--- src/rtl/vpu_reset_sequencer.sv ---
// vpu_reset_sequencer
//   Staggered reset sequencer for the VPU sub-blocks. After the system reset
//   (or an accepted soft-reset request) all targeted channels are held low for
//   HOLD_CYCLES edges. They are then released one at a time in ascending index
//   order, STAGGER_CYCLES edges apart.
//
// Ports
//   clk           system clock, rising edge
//   rst           synchronous active-high reset
//   sw_rst_req_i  soft-reset request (level, held until ack)
//   ch_mask_i     channels targeted by the soft reset, sampled on accept
//   sw_rst_ack_o  1-cycle accept pulse (also issued for a zero mask)
//   ch_rst_n_o    per-channel active-low resets
//   seq_busy_o    hold/release in progress
//   seq_done_o    1-cycle pulse on the final release
//   ch_ready_i    [VPU_RST_SEQ_READY_WAIT_EN] channel out-of-reset status
//   seq_err_o     [VPU_RST_SEQ_READY_WAIT_EN] sticky ready-timeout flag
//
// Optional feature macro: VPU_RST_SEQ_READY_WAIT_EN
//   When defined, each release also waits for ch_ready_i of the previously
//   released channel, bounded by WDOG_CYCLES edges.
module vpu_reset_sequencer #(
  parameter int NUM_CH         = 4,
  parameter int HOLD_CYCLES    = 16,
  parameter int STAGGER_CYCLES = 4,
  parameter int WDOG_CYCLES    = 64
) (
  input  logic              clk,
  input  logic              rst,
  input  logic              sw_rst_req_i,
  input  logic [NUM_CH-1:0] ch_mask_i,
  output logic              sw_rst_ack_o,
  output logic [NUM_CH-1:0] ch_rst_n_o,
  output logic              seq_busy_o,
  output logic              seq_done_o
`ifdef VPU_RST_SEQ_READY_WAIT_EN
  ,
  input  logic [NUM_CH-1:0] ch_ready_i,
  output logic              seq_err_o
`endif
);

  localparam int MAX_HS = (HOLD_CYCLES > STAGGER_CYCLES) ? HOLD_CYCLES : STAGGER_CYCLES;
  localparam int MAX_C  = (MAX_HS > WDOG_CYCLES) ? MAX_HS : WDOG_CYCLES;
  localparam int CW     = $clog2(MAX_C + 1);

  localparam logic [CW-1:0] CNT_MAX = '1;
  localparam logic [CW-1:0] HOLD_C  = CW'(HOLD_CYCLES);
  localparam logic [CW-1:0] STAG_C  = CW'(STAGGER_CYCLES);

  typedef enum logic [1:0] {
    IDLE,
    HOLD,
    RELEASE
  } state_t;

  state_t            state_q, state_d;
  logic [CW-1:0]     cnt_q, cnt_d, cnt_inc;
  logic [NUM_CH-1:0] mask_q, mask_d;
  logic [NUM_CH-1:0] rstn_d;
  logic [NUM_CH-1:0] pend, low, rest;
  logic              busy_d, ack_d, done_d;
  logic              rel, fin, adv;

`ifdef VPU_RST_SEQ_READY_WAIT_EN
  localparam logic [CW-1:0] WDOG_C = CW'(WDOG_CYCLES);
  logic [NUM_CH-1:0] last_q, last_d;
  logic              err_d, ready_hit;
`endif

  // Saturating edge counter; never wraps.
  assign cnt_inc = (cnt_q == CNT_MAX) ? cnt_q : cnt_q + 1'b1;

  // Channels still waiting for release are the masked ones still held low;
  // taking the lowest set bit skips unmasked channels in zero time.
  assign pend = mask_q & ~ch_rst_n_o;
  assign low  = pend & (~pend + NUM_CH'(1));
  assign rest = pend & ~low;

  always_comb begin
    state_d = state_q;
    cnt_d   = cnt_inc;
    mask_d  = mask_q;
    rstn_d  = ch_rst_n_o;
    busy_d  = seq_busy_o;
    ack_d   = 1'b0;
    done_d  = 1'b0;
    rel     = 1'b0;
    fin     = 1'b0;
    adv     = 1'b0;
`ifdef VPU_RST_SEQ_READY_WAIT_EN
    err_d     = seq_err_o;
    last_d    = last_q;
    ready_hit = |(ch_ready_i & last_q);
`endif

    case (state_q)
      IDLE: begin
        // The edge right after an ack ignores req so a requester dropping it
        // one cycle late is not taken as a second request.
        if (sw_rst_req_i && !sw_rst_ack_o) begin
          ack_d  = 1'b1;
          mask_d = ch_mask_i;
          if (|ch_mask_i) begin
            rstn_d  = ch_rst_n_o & ~ch_mask_i;
            busy_d  = 1'b1;
            cnt_d   = '0;
            state_d = HOLD;
`ifdef VPU_RST_SEQ_READY_WAIT_EN
            err_d   = 1'b0;
`endif
          end
        end
      end
      HOLD: begin
        rel = (cnt_inc >= HOLD_C);
      end
      RELEASE: begin
        adv = (cnt_inc >= STAG_C);
`ifdef VPU_RST_SEQ_READY_WAIT_EN
        adv = adv && (ready_hit || (cnt_inc >= WDOG_C));
        if (adv && !ready_hit) err_d = 1'b1;
`endif
        if (adv) begin
          if (pend == '0) fin = 1'b1;
          else            rel = 1'b1;
        end
      end
      default: state_d = IDLE;
    endcase

    if (rel) begin
      rstn_d  = ch_rst_n_o | low;
      cnt_d   = '0;
      state_d = RELEASE;
`ifdef VPU_RST_SEQ_READY_WAIT_EN
      // Final channel still has to report ready before done.
      last_d  = low;
`else
      if (rest == '0) fin = 1'b1;
`endif
    end

    if (fin) begin
      done_d  = 1'b1;
      busy_d  = 1'b0;
      state_d = IDLE;
    end
  end

  always_ff @(posedge clk) begin
    if (rst) begin
      state_q      <= HOLD;
      cnt_q        <= '0;
      mask_q       <= '1;
      ch_rst_n_o   <= '0;
      seq_busy_o   <= 1'b1;
      sw_rst_ack_o <= 1'b0;
      seq_done_o   <= 1'b0;
`ifdef VPU_RST_SEQ_READY_WAIT_EN
      seq_err_o    <= 1'b0;
      last_q       <= '0;
`endif
    end else begin
      state_q      <= state_d;
      cnt_q        <= cnt_d;
      mask_q       <= mask_d;
      ch_rst_n_o   <= rstn_d;
      seq_busy_o   <= busy_d;
      sw_rst_ack_o <= ack_d;
      seq_done_o   <= done_d;
`ifdef VPU_RST_SEQ_READY_WAIT_EN
      seq_err_o    <= err_d;
      last_q       <= last_d;
`endif
    end
  end

endmodule

--- config.mk ---
export PLATFORM = sky130hd
export DESIGN_NAME = vpu_reset_sequencer
export DESIGN_NICKNAME = d
export VERILOG_FILES = /design/src/rtl/vpu_reset_sequencer.sv
export SDC_FILE = /design/constraint.sdc
export NUM_CORES = 1
export LEC_CHECK = 0
export CAP_MARGIN = 5
export CORE_MARGIN = 5
export CORE_UTILIZATION = 48
export DETAILED_ROUTE_END_ITERATION = 7
export PLACE_DENSITY_LB_ADDON = 0.1
export SETUP_SLACK_MARGIN = 0.02
export SYNTH_ARGS = -nofsm -noshare
export SYNTH_HDL_FRONTEND = slang
export SYNTH_SLANG_ARGS = --single-unit
--- constraint.sdc ---
create_clock -name clk -period 2.2 [get_ports clk]
set_input_delay 0.33 -clock clk [delete_from_list [all_inputs] [get_ports clk]]
set_output_delay 0.33 -clock clk [all_outputs]
set_load 0.01 [all_outputs]
==> run summary, run 1 <==
Worst r2r src: cnt_q[0]
Detailed-route wire length per cell: 13.2 µm
Post-CTS sizing: 0
Worst VDD drop: 0.000391 V
GRT overflow: 0
Number of remaining DRC errors: 0
Clock sink count: 20
Synth area leaders: dfxtp_1, ha_1, nand2_1
Min cycle time layout: 2100 ps
CTS tree: done
Max-Cap Viols: 0
Placed cells: 163
Htree depth: 1
Via Count: 888
Non-Filler Instances: 166
Clock power frac: 24.1%
Vias in the first global route: 829
Combinational share of power: 20.8%
FF+latch count, synth: 20
DP Area: 0.00127 mm²
Distinct cell type count after synthesis: 39
GRT Util Overall: 14.0%
Most used DFF post-synth: dfxtp_1
# IOs: 14
Total core area: 0.00215 mm²
Area delta synth->final: 26.0%
# rows: 17
Die Y-Extent: 56.8 µm
F_max: 0.477 GHz
Mapped Avg Cell Area: 9.05 µm²
First-pass GRT wire length: 3670 µm
Worst Setup EP: state_q[1]
Worst Hold Class: register to register
Finished layout cell area: 0.00132 mm²
Ant. Diodes: 0
Die X: 56.8 µm
Cell accounting for the most synthesized area: dfxtp_1
Internal power: 512 µW
# port buffers: 13
Crit-path slowest cell: o32ai_4
Crit path capture type: register
Initial Util: 48.9%
Clock buffer count from CTS: 3
DR iter-0 viols: 19
RSZ-0062 raised after global routing: yes
Least-Margin Pin Slew: 407 ps
Status: finished clean
FF-to-FF setup slack: 100 ps
CP delay by family, top: compound AO/OA/AOI/OAI gates
Post-synth EDFFs: 0
Post-CTS Setup Repair Bufs: 0
Worst path arrival time: 2320 ps
NetSw: 198 µW
First-pass iteration count of the detailed router: 4
Critical path launch point type: register
Slew headroom: 72.8%
Dpl hpwl: 1670 µm
Setup crit start: cnt_q[0]
Cells after Synth: 116
# fillers: 200
Number of synthesis warnings: 0
Sequential share of power: 55.1%
Seq/Total Area, Yosys: 38.1%
Final WL: 2200 µm
Root Buffer: clkbuf_4
Kind of critical path: register to register
Final period util: 95.2%
Largest net degree at the start of global routing: 11
Sw frac: 27.9%
Worst-path fanout max: 5
Final setup TNS: 0 ps
Die area: 0.00322 mm²
Final ANT Viol Nets: 0
DR vias/cell: 5.35
CTS Buffer Depth: 2
Worst r2r dst: state_q[1]
Post-synth ARST share: 0%
Worst Path Required: 2430 ps
WP buf/inv: 0
Syn Nets: 128
Setup Skew: 3.04 ps
Yosys top cell area share: 38.1%
Hold violation count in the final report: 0
Slew Viols, Final: 0
P_leak: 0.537 nW
RePlAce Congestion: 0.792
Synthesized area: 0.00105 mm²
CP max stage delay: 410 ps
CP Depth: 7
Reg2Reg Depth: 7
CP cell instances: ha_1, and4_4, nand3_4, a31o_1, o32ai_4, mux2_4, nor3_1
Total power: 710 µW
Nets: 152
Antenna violations before repair: 0
Post-CTS Hold Buffers: 0
Most frequent cells after synthesis: dfxtp_1, nand2_1, nor2_1
Clock-pin transition on the worst setup and hold timing paths: 110 ps
Clk_lat worst skew: 290 ps
Final setup vio count: 0
Most common cell in the netlist: dfxtp_1
Layout cells sized above 1: 17.4%
Cell Pwr Density: 537 mW/mm²
-- routing by layer --
metal  GRT usage (%)  vias to the layer above  share of wire (%)
met4            3.97                        0               0.77
met2            22.1                        9                 46
met3            2.07                        2                2.0
li1                -                      467                  -
met1            19.5                      410                 51
met5               0                        -                  0
-- worst reg2reg max path, cell delays in order, from the launching register on --
cell and delay, ps:
dfxtp_1 350, ha_1 180, and4_4 270, nand3_4 80
a31o_1 280, o32ai_4 410, mux2_4 330, nor3_1 120
-- stage by stage --
stage	worst slack [ps]	hold slack, ps	utilization, %
2_1_floorplan	39.4	445	-
3_3_place_gp	132	467	59.0
3_5_place_dp	103	468	59.0
4_1_cts	107	496	60.0
5_1_grt	6.90	529	61.6
6_report	105	488	61.6
-- power groups by stage --
stage                     sequential (mW)  clock, mW  combinational [mW]
after floorplan                     0.401          0              0.0908
after global routing                0.394      0.196               0.163
final                               0.391      0.171               0.148
after CTS                           0.391      0.178               0.144
after global placement              0.398          0               0.140
after detailed placement            0.399          0               0.142
-- registers in the layout (all words and copies together) (netlist names) --
register,cells
seq_busy_o,1
cnt_q,7
ch_rst_n_o,4
seq_done_o,1
mask_q,4
sw_rst_ack_o,1
state_q,2
-- logic make-up after synthesis --
kind of cell / share of synthesized area [%]
simple gates: 27.2
compound gates: 21.2
flops: 38.1
buf+inv: 2.50
fa+ha+maj: 6.91
xor+xnor: 1.67
mux: 2.38
-- cells in the final DEF (no fill, tap or decap), drive strengths merged, types with 2 or more instances in the layout --
cell type,instances
a21oi,7
clkbuf,3
a211o,2
nor3,5
or3,2
a211oi,2
ha,5
nor2b,5
and2,2
o211ai,4
inv,4
nor2,9
nand3,7
buf,8
dfxtp,20
clkdlybuf4s50,13
and3,2
nand2,15
o21ai,5
-- worst min path at each step --
| stage | cells after the start | endpoint | slack (ps) | from |
|---|---|---|---|---|
| final | 2 | ch_rst_n_o[2] | 490 | mask_q[2] |
| after global routing | 2 | ch_rst_n_o[3] | 530 | mask_q[3] |
| after CTS | 2 | mask_q[1] | 500 | mask_q[1] |
| after detailed placement | 2 | ch_rst_n_o[2] | 470 | mask_q[2] |
| after global placement | 2 | ch_rst_n_o[2] | 470 | mask_q[2] |
| after floorplan | 2 | ch_rst_n_o[2] | 440 | mask_q[2] |
-- cell type report --
class | count | area (µm²) | area share [%]
inverters | 5 | 18.8 | 1.42
clock buffers | 3 | 22.5 | 1.70
well taps | 28 | 35.0 | 2.65
flip-flops and latches | 20 | 402 | 30.4
repair buffers | 21 | 194 | 14.7
multi-input cells | 89 | 651 | 49.2
Power figures use the tool's default switching activity.
==> run 2: changes to the inputs <==
- TNS_END_PERCENT: default -> 10
==> results of run 2 <==
The final DEF is identical to that of run 1; final timing and power are the same.
==> run 3: changes to the inputs <==
--- a/config.mk
+++ b/config.mk
@@ -8,2 +8,3 @@
 export CAP_MARGIN = 5
+export CORE_ASPECT_RATIO = 0.9
 export CORE_MARGIN = 5
==> constraint.sdc (replaced) <==
create_clock -name clk -period 2.2 [get_ports clk]
set_input_delay 0.55 -clock clk [delete_from_list [all_inputs] [get_ports clk]]
set_output_delay 0.55 -clock clk [all_outputs]
set_load 0.01 [all_outputs]
==> run 3 against run 2 <==
  * Via count is 2.8% higher
  * Hold slack hardly changed
  * Register-to-register slack hardly changed
  * Clock power is 82% higher
  * Count of clock-buffer cells in the layout stayed put
  * Critical path depth is 1 higher
  * First-iteration DRC count is 74% higher
  * Maximum frequency is 0.26% lower
  * Highest routed layer unchanged
==> run summary, run 3 (same netlist as run 1, synthesis figures left out) <==
Status: finished clean
Layout cells sized above 1: 20.4%
Initial Util: 49.0%
Via Count: 913
Final setup vio count: 0
Dpl hpwl: 1790 µm
Leading cell types in the layout, fill and taps excluded: dfxtp_1, nand2_1, clkdlybuf4s50_1
Setup Skew: 17.4 ps
Crit-path slowest cell: dfxtp_1
Worst Path Required: 2440 ps
Worst-path fanout max: 5
# IOs: 14
Number of remaining DRC errors: 0
Worst Hold Class: register to register
Final WL: 2330 µm
Hold violation count in the final report: 0
CTS Buffer Depth: 2
Largest reg by FF count: cnt_q
Worst path arrival time: 2340 ps
Most common cell after layout, fill and taps aside: dfxtp_1
CTS tree: done
Ant. Diodes: 0
# port buffers: 13
Die Y-Extent: 54.4 µm
Nets: 155
Top Registers: cnt_q (7), ch_rst_n_o (4), mask_q (4)
# rows: 16
Vias in the first global route: 861
Die X: 59.3 µm
Worst VDD drop: 0.000442 V
Slew headroom: 72.2%
Total core area: 0.00214 mm²
Minimum hold slack: 488 ps
Htree depth: 1
Max-Cap Viols: 0
Clock-pin transition on the worst setup and hold timing paths: 130 ps
Clock sink count: 20
Post-CTS Hold Buffers: 0
Area delta synth->final: 29.4%
Final period util: 95.5%
DR iter-0 viols: 33
Die area: 0.00322 mm²
GRT Util Overall: 15.8%
Min cycle time layout: 2100 ps
F_max: 0.476 GHz
Final ANT Viol Nets: 0
Number of flip-flops under the largest register name: 7
First-pass GRT wire length: 3850 µm
P_leak: 0.563 nW
Root Buffer: clkbuf_4
GRT overflow: 0
Detailed-route wire length per cell: 13.8 µm
Cell Pwr Density: 629 mW/mm²
DR vias/cell: 5.40
Crit path capture type: register
RePlAce Congestion: 0.749
Antenna violations before repair: 0
Critical path launch point type: register
CP cell instances: inv_1, ha_1, nand2_1, a2bb2oi_2, o32ai_4, buf_6, or3_1, o211ai_1
CP max stage delay: 400 ps
Total power: 855 µW
Largest net degree at the start of global routing: 13
RSZ-0062 raised after global routing: no
First-pass iteration count of the detailed router: 4
Slew Viols, Final: 0
Clk_lat worst skew: 320 ps
Clock buffer count from CTS: 3
Kind of critical path: register to register
Least-Margin Pin Slew: 416 ps
## run 3: worst max-delay path: cells and delay by family (launching register included)
kind	cells	cell delay [ps]
fa+ha+maj	1	330
flops	1	400
compound gates	3	510
simple gates	2	540
buf+inv	2	260
## run 3: power breakdown
group / total [mW] / internal [mW] / leakage (nW) / switching, mW
logic: 0.150 / 0.0711 / 0.373 / 0.0791
clock network: 0.311 / 0.184 / 0.0279 / 0.126
registers: 0.394 / 0.382 / 0.163 / 0.0118
## run 3: final cells by class
type | count | area, µm²
Clock buffer | 3 | 22.5
Clock inverter | 1 | 30.0
Fill cell | 170 | 783
Inverter | 5 | 18.8
Multi-Input combinational cell | 89 | 634
Sequential cell | 20 | 403
Tap cell | 27 | 33.8
Timing Repair Buffer | 24 | 216
## run 3: per-layer routing
layer  GRT usage, %  up-vias  part of all wire [%]
met1           22.3      432                    54
met5              0        -                     0
met4           2.26        0                  0.34
met2           24.0       12                    41
met3           4.95        2                   4.1
li1               -      467                     -
## run 3: path summary, 6_finish.rpt
check	start	endpoint	slack, ps	depth (start not counted)
setup reg to reg	state_q[1]	state_q[0]	100	8
hold reg to reg	mask_q[0]	mask_q[0]	490	2
hold / removal	mask_q[0]	mask_q[0]	490	2
setup / recovery	state_q[1]	state_q[0]	100	8
## run 3: through the flow
stage | area, µm² | instances | setup WS (ps) | util, % | setup TNS (ps)
2_1_floorplan | 1050 | 116 | 39.4 | - | 0
3_3_place_gp | 1280 | 164 | -115 | 59.8 | -177
3_5_place_dp | 1280 | 164 | -133 | 59.8 | -231
4_1_cts | 1330 | 168 | 40.0 | 62.3 | 0
5_1_grt | 1360 | 169 | 27.9 | 63.4 | 0
6_report | 1360 | 169 | 99.2 | 63.4 | 0
## run 3: repair_timing
action                     4_1_cts  5_1_grt
gates resized for setup          0        5
setup endpoints to repair        0        6
buffers inserted                 0        1
